[src/rtl/sdpram_be.sv]
// Simple dual-port RAM, one clock, with byte-lane write enables, per-lane
// even parity, selectable 1/2-cycle read latency, collision mode and an
// automatic zero-fill of the array after reset.
module sdpram_be #(
  parameter int Depth        = 16,
  parameter int Width        = 32,
  parameter int AddrWidth    = $clog2(Depth),
  parameter int ReadLatency  = 1,
  parameter int WriteFirst   = 1,
  parameter int ClearOnReset = 1
) (
  input  logic                 clk,
  input  logic                 rst,
  input  logic                 i_wr_en,
  input  logic [Width/8-1:0]   i_wr_be,
  input  logic [AddrWidth-1:0] i_wr_addr,
  input  logic [Width-1:0]     i_wr_data,
  input  logic                 i_wr_perr_inj,
  input  logic                 i_rd_en,
  input  logic [AddrWidth-1:0] i_rd_addr,
  output logic [Width-1:0]     o_rd_data,
  output logic                 o_rd_valid,
  output logic                 o_rd_perr,
  output logic                 o_init_busy
);

  localparam int Lanes = Width / 8;

  typedef enum logic {CLEAR, READY} state_t;

  state_t               state_reg, state_next;
  logic [AddrWidth-1:0] clr_cnt_reg, clr_cnt_next;

  logic                 clearing;
  logic                 wr_in_range, rd_in_range;
  logic                 wr_fire, rd_fire, collide;
  logic [AddrWidth-1:0] ram_waddr, rd_idx;

  logic                 v1_reg, oor1_reg;
  logic [Width-1:0]     data1, data1_masked;
  logic [Lanes-1:0]     mism1;
  logic                 perr1;

  // Init state register; reset restarts the clear from address 0.
  always_ff @(posedge clk or posedge rst) begin
    if (rst) begin
      state_reg   <= (ClearOnReset != 0) ? CLEAR : READY;
      clr_cnt_reg <= '0;
    end else begin
      state_reg   <= state_next;
      clr_cnt_reg <= clr_cnt_next;
    end
  end

  // Clear sweeps one word per cycle, then hands over to normal traffic.
  always_comb begin
    state_next   = state_reg;
    clr_cnt_next = clr_cnt_reg;
    if (state_reg == CLEAR) begin
      clr_cnt_next = clr_cnt_reg + 1'b1;
      if (clr_cnt_reg == AddrWidth'(Depth - 1)) begin
        state_next   = READY;
        clr_cnt_next = '0;
      end
    end
  end

  assign clearing    = (state_reg == CLEAR);
  assign o_init_busy = clearing;

  // Addresses beyond Depth exist only for non-power-of-two depths.
  assign wr_in_range = (32'(i_wr_addr) < Depth);
  assign rd_in_range = (32'(i_rd_addr) < Depth);
  assign wr_fire     = !clearing && i_wr_en && wr_in_range;
  assign rd_fire     = !clearing && i_rd_en;
  assign collide     = wr_fire && (i_wr_addr == i_rd_addr);
  assign ram_waddr   = clearing ? clr_cnt_reg : i_wr_addr;
  assign rd_idx      = rd_in_range ? i_rd_addr : '0;

  genvar gi;
  generate
    for (gi = 0; gi < Lanes; gi++) begin : g_lane
      logic [7:0] lane_mem [Depth];
      logic       lane_par [Depth];
      logic       lane_we;
      logic [7:0] new_byte;
      logic       new_par;
      logic [7:0] byte1_reg;
      logic       par1_reg;

      assign lane_we  = clearing || (wr_fire && i_wr_be[gi]);
      assign new_byte = clearing ? 8'h00 : i_wr_data[8*gi +: 8];
      assign new_par  = clearing ? 1'b0 : ((^i_wr_data[8*gi +: 8]) ^ i_wr_perr_inj);

      // Lane storage: data byte plus its parity bit, no reset on the array.
      always_ff @(posedge clk) begin
        if (lane_we) begin
          lane_mem[ram_waddr] <= new_byte;
          lane_par[ram_waddr] <= new_par;
        end
      end

      // Registered read; in write-first mode an enabled colliding lane
      // bypasses the array and returns the byte being written.
      always_ff @(posedge clk or posedge rst) begin
        if (rst) begin
          byte1_reg <= 8'h00;
          par1_reg  <= 1'b0;
        end else if (rd_fire) begin
          if ((WriteFirst != 0) && collide && i_wr_be[gi]) begin
            byte1_reg <= new_byte;
            par1_reg  <= new_par;
          end else begin
            byte1_reg <= lane_mem[rd_idx];
            par1_reg  <= lane_par[rd_idx];
          end
        end
      end

      assign data1[8*gi +: 8] = byte1_reg;
      assign mism1[gi]        = par1_reg ^ (^byte1_reg);
    end
  endgenerate

  // First pipeline stage: valid pulse and out-of-range marker.
  always_ff @(posedge clk or posedge rst) begin
    if (rst) begin
      v1_reg   <= 1'b0;
      oor1_reg <= 1'b0;
    end else begin
      v1_reg <= rd_fire;
      if (rd_fire) begin
        oor1_reg <= !rd_in_range;
      end
    end
  end

  assign data1_masked = oor1_reg ? '0 : data1;
  assign perr1        = !oor1_reg && (|mism1);

  generate
    if (ReadLatency >= 2) begin : g_lat2
      logic             v2_reg;
      logic [Width-1:0] data2_reg;
      logic             perr2_reg;

      // Extra output stage; data holds between valid pulses.
      always_ff @(posedge clk or posedge rst) begin
        if (rst) begin
          v2_reg    <= 1'b0;
          data2_reg <= '0;
          perr2_reg <= 1'b0;
        end else begin
          v2_reg <= v1_reg;
          if (v1_reg) begin
            data2_reg <= data1_masked;
            perr2_reg <= perr1;
          end
        end
      end

      assign o_rd_valid = v2_reg;
      assign o_rd_data  = data2_reg;
      assign o_rd_perr  = v2_reg && perr2_reg;
    end else begin : g_lat1
      assign o_rd_valid = v1_reg;
      assign o_rd_data  = data1_masked;
      assign o_rd_perr  = v1_reg && perr1;
    end
  endgenerate

endmodule

[config.mk]
export PLATFORM = sky130hd
export DESIGN_NAME = sdpram_be
export DESIGN_NICKNAME = d
export VERILOG_FILES = /design/src/rtl/sdpram_be.sv
export SDC_FILE = /design/constraint.sdc
export NUM_CORES = 1
export LEC_CHECK = 0
export CAP_MARGIN = 40
export CORE_MARGIN = 2
export CORE_UTILIZATION = 35
export DETAILED_ROUTE_END_ITERATION = 16
export SLEW_MARGIN = 5
export SYNTH_ARGS = -nofsm -noshare
export SYNTH_HDL_FRONTEND = slang
export SYNTH_SLANG_ARGS = --single-unit
[constraint.sdc]
create_clock -name clk -period 6.01 [get_ports clk]
set_clock_uncertainty 0.1 [all_clocks]
set_input_delay 0.9015 -clock clk [delete_from_list [all_inputs] [get_ports clk]]
set_output_delay 0.9015 -clock clk [all_outputs]
set_load 0.01 [all_outputs]
Yosys cells after proc, flatten, opt, wreduce, memory -nomap -nowiden
Memory sizes are Yosys's and may differ from the RTL's. A register that Yosys moved wholly into a read port is not among the register bits.
Cells that the tools add are included.
{"block": "word_totals", "wordCells": 62, "memories": 8, "in_bits": 49, "register_bits": 6, "out_inout_bits": 35, "mem_bits_rw": 576}
{"block": "op_classes", "n_eq_ne": 1, "bitwise_logic": 9, "n_addsub": 1, "muxes": 20, "n_reduce_logical": 20}
{"memory": "g_lane[0].lane_mem", "words": 16, "width": 8, "read_ports": 1, "rd_ports_with_merged_regs": 1, "write_ports": 1, "line": "83", "source": "logic [7:0] lane_mem [Depth];"}
{"memory": "g_lane[1].lane_mem", "words": 16, "width": 8, "read_ports": 1, "rd_ports_with_merged_regs": 1, "write_ports": 1, "line": "83"}
{"memory": "g_lane[2].lane_mem", "words": 16, "width": 8, "read_ports": 1, "rd_ports_with_merged_regs": 1, "write_ports": 1, "line": "83"}
{"memory": "g_lane[3].lane_mem", "words": 16, "width": 8, "read_ports": 1, "rd_ports_with_merged_regs": 1, "write_ports": 1, "line": "83"}
{"memory": "g_lane[0].lane_par", "words": 16, "width": 1, "read_ports": 1, "rd_ports_with_merged_regs": 1, "write_ports": 1, "line": "84", "source": "logic lane_par [Depth];"}
{"memory": "g_lane[1].lane_par", "words": 16, "width": 1, "read_ports": 1, "rd_ports_with_merged_regs": 1, "write_ports": 1, "line": "84"}
{"memory": "+2 memories"}
{"cell": "$reduce_xor 8->1", "count": 8}
{"cell": "$mux 8", "count": 4}
{"cell": "$mux 1", "count": 14}
{"cell": "$mux 4", "count": 2}
{"cell": "$xor 1x1->1", "count": 8}
{"cell": "$logic_and 1x1->1", "count": 7}
{"cell": "$add 4x1->4 const B", "count": 1}
{"cell": "$eq 4x4->1 const B", "count": 1}
{"cell": "$logic_or 1x1->1", "count": 4}
{"cell": "$reduce_or 4->1", "count": 1}
{"cell": "$not 1->1", "count": 1}

Longest topological paths before layout
Gate-level depths: netlist (run 1).
{"block": "logic_depth", "word_depth": 5, "ltp_mapped": 8, "ltp_nobuf": 5}

Worst setup path after synthesis (run 1)
Ideal clock, no wire load.
{"block": "synth_timing", "path_type": "in2reg", "start": "input port i_wr_perr_inj", "end": "register g_lane[1].par1_reg, read port of g_lane[1].lane_par", "setup_ps": 68, "t_required_ps": 5842, "n_path_buf": 1, "arrival_time_ps": 2402, "path_slack_ps": 3440, "cell_stages": 6, "path_cell_list": "clkbuf_1 > xnor2_1 > xnor3_1 > xnor2_1 > nor2_1 > a221o_1"}
{"item": "start, declared", "line": "18", "source": "input logic i_wr_perr_inj,"}
{"item": "end, declared", "line": "89", "source": "logic par1_reg;"}

Final worst setup path (run 1)
{"block": "layout_timing", "start": "register g_lane[1].byte1_reg[7], read port of g_lane[1].lane_mem", "end": "output port o_rd_perr"}
{"block": "layout_via", "elab_chain_len": 4}
{"item": "start, declared", "line": "88", "source": "logic [7:0] byte1_reg;"}
{"item": "$reduce_xor 8->1", "line": "121", "source": "assign mism1[gi] = par1_reg ^ (^byte1_reg);"}
{"item": "$xor 1x1->1", "line": "121"}
{"item": "$reduce_or 4->1", "line": "139", "source": "assign perr1 = !oor1_reg && (|mism1);"}
{"item": "$logic_and 1x1->1", "line": "168", "source": "assign o_rd_perr = v1_reg && perr1;"}
{"item": "end, declared", "line": "23", "source": "output logic o_rd_perr,"}
Every way passes these cells.

==> results of run 1 <==
[cells in the mapped netlist (11+ instances only)]
| cell type | count |
|---|---|
| buf_2 | 11 |
| xnor2_1 | 53 |
| nand2_1 | 65 |
| dfrtp_1 | 42 |
| o21ai_0 | 25 |
| buf_4 | 11 |
| o21ai_1 | 11 |
| clkbuf_1 | 49 |
| and2_1 | 34 |
| a21oi_1 | 37 |
| a31oi_1 | 32 |
| mux4_2 | 143 |
| nor2_1 | 108 |
| edfxtp_1 | 576 |
| a22oi_1 | 64 |
[per-layer routing]
metal  global-route usage, %  part of all wire [%]  wire, um  vias up
met3                    3.62                   7.4      4600      105
met5                       0                     0         0        -
li1                        -                     -         -     5675
met4                    4.77                   2.6      1650        0
met1                    22.7                    41     25800     7067
met2                    27.9                    49     30400      547
[power groups by stage]
stage	Combinational, W	Sequential [W]	Clock, W
6_report	0.000856	0.00486	0.00356
5_1_grt	0.000915	0.00486	0.00380
4_1_cts	0.000847	0.00486	0.00364
3_5_place_dp	0.000843	0.00495	0
3_3_place_gp	0.000812	0.00495	0
2_1_floorplan	0.000485	0.00494	0
[final cells by class]
| class | count | area, sq um | area share, % |
|---|---|---|---|
| Clock buffer | 90 | 1730 | 5.91 |
| Clock inverter | 22 | 133 | 0.454 |
| Inverter | 5 | 18.8 | 0.0643 |
| Timing Repair Buffer | 173 | 1610 | 5.53 |
| Multi-Input combinational cell | 630 | 6180 | 21.2 |
| Tap cell | 940 | 1180 | 4.03 |
| Sequential cell | 618 | 18300 | 62.9 |
[worst reg2reg max path, stage by stage, from the launching register on]
cell	delay [ns]
dfrtp_2	0.35
buf_4	0.55
nand2b_1	0.18
o21ai_0	0.44
nand2_1	0.31
nor2_1	0.46
buf_4	0.27
[cell families after synthesis]
kind of cell	Yosys count	share of synthesized area, %
AOI/OAI and AO/OA	193	5.02
adders and majority gates	1	0.0502
DFF	618	73.6
muxes	149	13.2
buffers and inverters	87	1.81
xor gates and xnor gates	65	2.50
and+or+nand+nor	222	3.81
[worst min path at each step]
stage,startpoint,endpoint,cells after the start
6_report,g_lane[0].par1_reg,g_lane[0].par1_reg,1
3_3_place_gp,g_lane[0].par1_reg,g_lane[0].par1_reg,1
5_1_grt,g_lane[2].par1_reg,g_lane[2].par1_reg,1
4_1_cts,g_lane[0].par1_reg,g_lane[0].par1_reg,1
2_1_floorplan,g_lane[0].par1_reg,g_lane[0].par1_reg,1
3_5_place_dp,g_lane[0].par1_reg,g_lane[0].par1_reg,1
[metrics by stage]
step / setup slack (ns) / area, sq um / utilization (%) / std cells
2_1_floorplan: 3.44 / 24900 / - / 1335
3_3_place_gp: 2.24 / 26900 / 38.2 / 2315
3_5_place_dp: 2.34 / 27300 / 38.9 / 2363
4_1_cts: 1.76 / 29200 / 41.5 / 2475
5_1_grt: 1.68 / 29200 / 41.5 / 2478
6_report: 1.83 / 29200 / 41.5 / 2478
==> impl_metrics.json, run 1 <==
{
  "holdWs_ns": 0.447,
  "area_growth_pct": 17.1,
  "worstSetupPathType": "reg -> out",
  "ctsRootBufferMaster": "clkbuf_16",
  "setup.worst_path.end": "o_rd_perr",
  "grt_pass1_vias": 13517,
  "p_switching_w": 0.00210,
  "synth_area_leader_cell": "edfxtp_1",
  "p_leak_nw": 9.43,
  "worst_path_most_repeated_cell": "xnor2_1",
  "cts.clk_slew.worst_paths_ns": 0.06,
  "vias": 13394,
  "largest_reg_flops": 512,
  "fill_cells": 6176,
  "p_seq_share_pct": 52.4,
  "power.internal_w": 0.00717,
  "postCtsSetupRepairBufs": 0,
  "fin_crit_ns": 4.18,
  "crit_path_end_kind": "output pin",
  "drc": 0,
  "yosys.area.top_type_share_pct": 69.4,
  "path_max_fanout": 3,
  "cts-buffers-inserted": 61,
  "wl_per_cell_um": 25.2,
  "nets": 1539,
  "finalSetupTns_ns": 0,
  "ant_nets": 0,
  "wl_mm": 62.5,
  "status": "complete, no violations",
  "totalPowerFinal_w": 0.00927,
  "io_buffers": 83,
  "synth_cell_type_count": 41,
  "rows": 97,
  "hp-class": "reg -> reg",
  "r2r-end": "g_lane[3].lane_mem[9][0]",
  "rsz0062_at_grt": "false",
  "slew_viol_final": 0,
  "clk_latency_ns": 0.61,
  "cts.hold.buffers_added": 0,
  "drv_cap": 0,
  "startpoint_type": "flip-flop",
  "synth-seq-cells": 618,
  "synth-edff-count": 576,
  "dp_hpwl_mm": 40.8,
  "cts.sinks": 618,
  "ys.flop_type": "edfxtp_1",
  "cpPeakStageDelay_ns": 0.59,
  "cts_buffer_depth": 3,
  "fmax_ghz": 0.239,
  "path_cells": "xnor2_1 > xnor2_1 > xnor2_1 > xnor2_1 > o41a_1 > clkdlybuf4s50_1",
  "finalCritPeriodShare_pct": 69.5,
  "drt-pass1-iter-count": 8,
  "finalSetupViolCount": 0,
  "cts_tree": "built",
  "p_per_area_nw_per_um2": 318,
  "switching_share_pct": 22.6,
  "synth.avg_cell_area_sq_um": 18.7,
  "ys_seq_area_share_pct": 73.6,
  "async_reset_ff_share_pct": 6.80,
  "synth_area_sq_um": 24900,
  "htree_levels": 2,
  "core_region_area_sq_um": 70300,
  "grt_pass1_wl_mm": 90.8,
  "final_cell_mix": "576 x edfxtp_1, 143 x mux4_2, 107 x nor2_1, 81 x clkdlybuf4s50_1, 74 x buf_4",
  "pwr-share-clk_pct": 38.4,
  "synth.area.top_cells": "edfxtp_1 69%, mux4_2 13%, dfrtp_1 4.2%",
  "grt_overflow": 0,
  "vias_per_cell": 5.41,
  "place.gp.congestion": 0.836,
  "chipHeight_um": 271,
  "path_buf_inv": 1,
  "initialDrtViolationCount": 1403,
  "slowest_stage": "clkdlybuf4s50_1",
  "cp.required_ns": 5.01,
  "die_w_um": 271,
  "dieArea_sq_um": 73400,
  "vdd_ir_drop_max_v": 0.000204,
  "finalHoldViolations": 0,
  "start_util_pct": 35.5,
  "r2r_slack_ns": 3.04,
  "crit_arrival_ns": 3.18,
  "final_common_cell": "edfxtp_1",
  "grt_max_degree": 62,
  "maxSlewHeadroom_pct": 46.5,
  "syn-num-nets": 1385,
  "syn_inst": 1335,
  "cts_resized": 0,
  "pin_count": 84,
  "r2r_start": "state_reg",
  "yosysWarnings": 0,
  "crit_cells": 6,
  "antenna_cells": 0,
  "grt_usage_pct": 16.9,
  "combinationalPowerShare_pct": 9.2,
  "reg2reg_depth": 6,
  "startpoint": "g_lane[1].byte1_reg[7]",
  "antenna_found_initial": 0,
  "drive_gt1_share_pct": 21.7,
  "crit_family": "XOR/XNOR gates",
  "worst_slew_pin_slew_ns": 0.796
}
Note: power is estimated with default switching activity, not from simulation.
==> run 2, diff against run 1 <==
==> constraint.sdc (replaced) <==
create_clock -name clk -period 3.4 [get_ports clk]
set_clock_uncertainty 0.1 [all_clocks]
set_input_delay 0.51 -clock clk [delete_from_list [all_inputs] [get_ports clk]]
set_output_delay 0.51 -clock clk [all_outputs]
set_load 0.01 [all_outputs]
==> run 2 against run 1 <==
Compared with the run above: sequential power grew 76%; routed wire length fell by 0.28%; power is 87% higher; combinational power up 82%; highest routed layer is now met5.
==> impl_metrics.json, run 2 (same netlist as run 1, synthesis figures left out) <==
{
  "dieArea_sq_um": 73400,
  "fill_cells": 6070,
  "utilization_pct": 42.2,
  "drt-pass1-iter-count": 5,
  "clk_latency_ns": 0.59,
  "final_cell_mix": "576 x edfxtp_1, 143 x mux4_2, 107 x nor2_1, 99 x buf_4, 80 x clkdlybuf4s50_1",
  "grt_pass1_vias": 13811,
  "initialDrtViolationCount": 1276,
  "finalHoldViolations": 0,
  "worst_slew_pin_slew_ns": 0.990,
  "finalCritPeriodShare_pct": 95.2,
  "vias_per_cell": 5.36,
  "power.internal_w": 0.0135,
  "ctsRootBufferMaster": "clkbuf_16",
  "cts.hold.buffers_added": 0,
  "wl_mm": 62.3,
  "crit_arrival_ns": 2.63,
  "maxSlewHeadroom_pct": 33.8,
  "core_region_area_sq_um": 70300,
  "vdd_ir_drop_max_v": 0.000343,
  "slew_viol_final": 0,
  "instances_no_fill": 2503,
  "fmax_ghz": 0.309,
  "p_leak_nw": 9.69,
  "nets": 1560,
  "largest_reg_flops": 512,
  "pin_count": 84,
  "worstSetupPathType": "reg -> out",
  "dp_hpwl_mm": 39.8,
  "switching_share_pct": 22.2,
  "reg2reg_depth": 5,
  "rows": 97,
  "htree_levels": 3,
  "rsz0062_at_grt": "false",
  "p_seq_share_pct": 49.5,
  "final_common_cell": "edfxtp_1",
  "cts.sinks": 618,
  "wl_per_cell_um": 24.9,
  "postCtsSetupRepairBufs": 0,
  "antenna_found_initial": 2,
  "drive_gt1_share_pct": 23.3,
  "finalSetupTns_ns": 0,
  "place.gp.congestion": 0.827,
  "antenna_cells": 0,
  "area_growth_pct": 18.9,
  "crit_path_end_kind": "output pin",
  "pwr-share-clk_pct": 41.5,
  "chipHeight_um": 271,
  "cts_tree": "built",
  "grt_overflow": 0,
  "startpoint_type": "flip-flop",
  "cts.clk_slew.worst_paths_ns": 0.06,
  "dp.cells": 2380,
  "grt_pass1_wl_mm": 91.7,
  "ant_nets": 0,
  "drv_cap": 0,
  "cts-buffers-inserted": 66,
  "p_switching_w": 0.00384,
  "path_max_fanout": 2,
  "die_w_um": 271,
  "grt_max_degree": 36,
  "fin_crit_ns": 3.24,
  "vias": 13414,
  "grt_usage_pct": 17.0,
  "drc": 0,
  "cts_buffer_depth": 3,
  "combinationalPowerShare_pct": 9.0,
  "start_util_pct": 35.5,
  "cp.required_ns": 2.79,
  "io_buffers": 83,
  "p_per_area_nw_per_um2": 585,
  "totalPowerFinal_w": 0.0173,
  "hp-class": "in -> async",
  "status": "complete, no violations",
  "finalSetupViolCount": 0
}
## run 2: cell types whose count changed in the layout (fill, tap and decap cells not counted), moves of 6 or more
cell	delta
buf_4	+25
buf_6	-13
clkbuf_16	+10
clkbuf_8	-9
buf_12	+6
bufinv_16	+6
## run 2: routing by layer
metal / routed length, um / part of all wire (%) / global-route usage (%) / vias up
met5: 24 / 0.038 / 0 / -
met4: 1580 / 2.5 / 5.60 / 4
met3: 4900 / 7.9 / 4.12 / 105
met2: 29700 / 48 / 27.0 / 544
met1: 26200 / 42 / 23.0 / 7038
li1: - / - / - / 5723
## run 2: area by class of cell
| cell class | count | area [sq um] | share of cell area [%] |
|---|---|---|---|
| Clock buffer | 87 | 1840 | 6.19 |
| Sequential cell | 618 | 18300 | 61.9 |
| Tap cell | 940 | 1180 | 3.97 |
| Inverter | 5 | 18.8 | 0.0633 |
| Multi-Input combinational cell | 630 | 6210 | 20.9 |
| Clock inverter | 34 | 347 | 1.17 |
| Timing Repair Buffer | 189 | 1720 | 5.80 |
## run 2: through the flow
stage | setup WS [ns] | instance area, sq um | hold slack (ns)
2_1_floorplan | 1.15 | 24900 | 0.402
3_3_place_gp | 0.338 | 27400 | 0.423
3_5_place_dp | 0.253 | 27400 | 0.431
4_1_cts | 0.164 | 29600 | 0.0628
5_1_grt | 0.102 | 29700 | 0.110
6_report | 0.163 | 29700 | 0.0804
## run 2: path summary, 6_finish.rpt
path                                    startpoint                         to  slack, ns
worst min-delay path                           rst     g_lane[2].byte1_reg[1]       0.08
worst max-delay path            g_lane[3].par1_reg                  o_rd_perr       0.16
worst max register to register           state_reg  g_lane[3].lane_mem[13][3]       0.92
max in group asynchronous                      rst     g_lane[0].byte1_reg[4]       2.42
worst min register to register  g_lane[1].par1_reg         g_lane[1].par1_reg       0.45
min in group clk                g_lane[1].par1_reg         g_lane[1].par1_reg       0.45
## run 2: worst max-delay path, cell delays in order (launching register included)
cell and delay (ns):
dfrtp_1 0.43, xnor2_1 0.16, xnor2_1 0.22, xnor2_1 0.19
xnor2_2 0.17, o41a_1 0.54, dlygate4sd2_1 0.33
## run 2: timing repair
action                     4_1_cts  5_1_grt
hold endpoints to repair         0        0
setup endpoints to repair        1        0
gates resized for setup          5        0
## run 2: power groups by stage
| stage | registers (W) | clock network, W | logic [W] |
|---|---|---|---|
| 2_1_floorplan | 0.00873 | 0 | 0.000858 |
| 3_3_place_gp | 0.00873 | 0 | 0.00147 |
| 3_5_place_dp | 0.00873 | 0 | 0.00150 |
| 4_1_cts | 0.00858 | 0.00735 | 0.00155 |
| 5_1_grt | 0.00858 | 0.00764 | 0.00167 |
| 6_report | 0.00857 | 0.00720 | 0.00156 |
==> run 3, diff against run 2 <==
--- a/config.mk
+++ b/config.mk
@@ -5,10 +5,12 @@
 export SDC_FILE = /design/constraint.sdc
 export NUM_CORES = 1
 export LEC_CHECK = 0
+export ABC_CLOCK_PERIOD_IN_PS = 3400
 export CAP_MARGIN = 40
 export CORE_MARGIN = 2
 export CORE_UTILIZATION = 35
 export DETAILED_ROUTE_END_ITERATION = 16
+export GPL_ROUTABILITY_DRIVEN = 0
 export SLEW_MARGIN = 5
 export SYNTH_ARGS = -nofsm -noshare
 export SYNTH_HDL_FRONTEND = slang
==> results of run 3 <==
Final layout, timing and power as in run 2 (identical DEF).
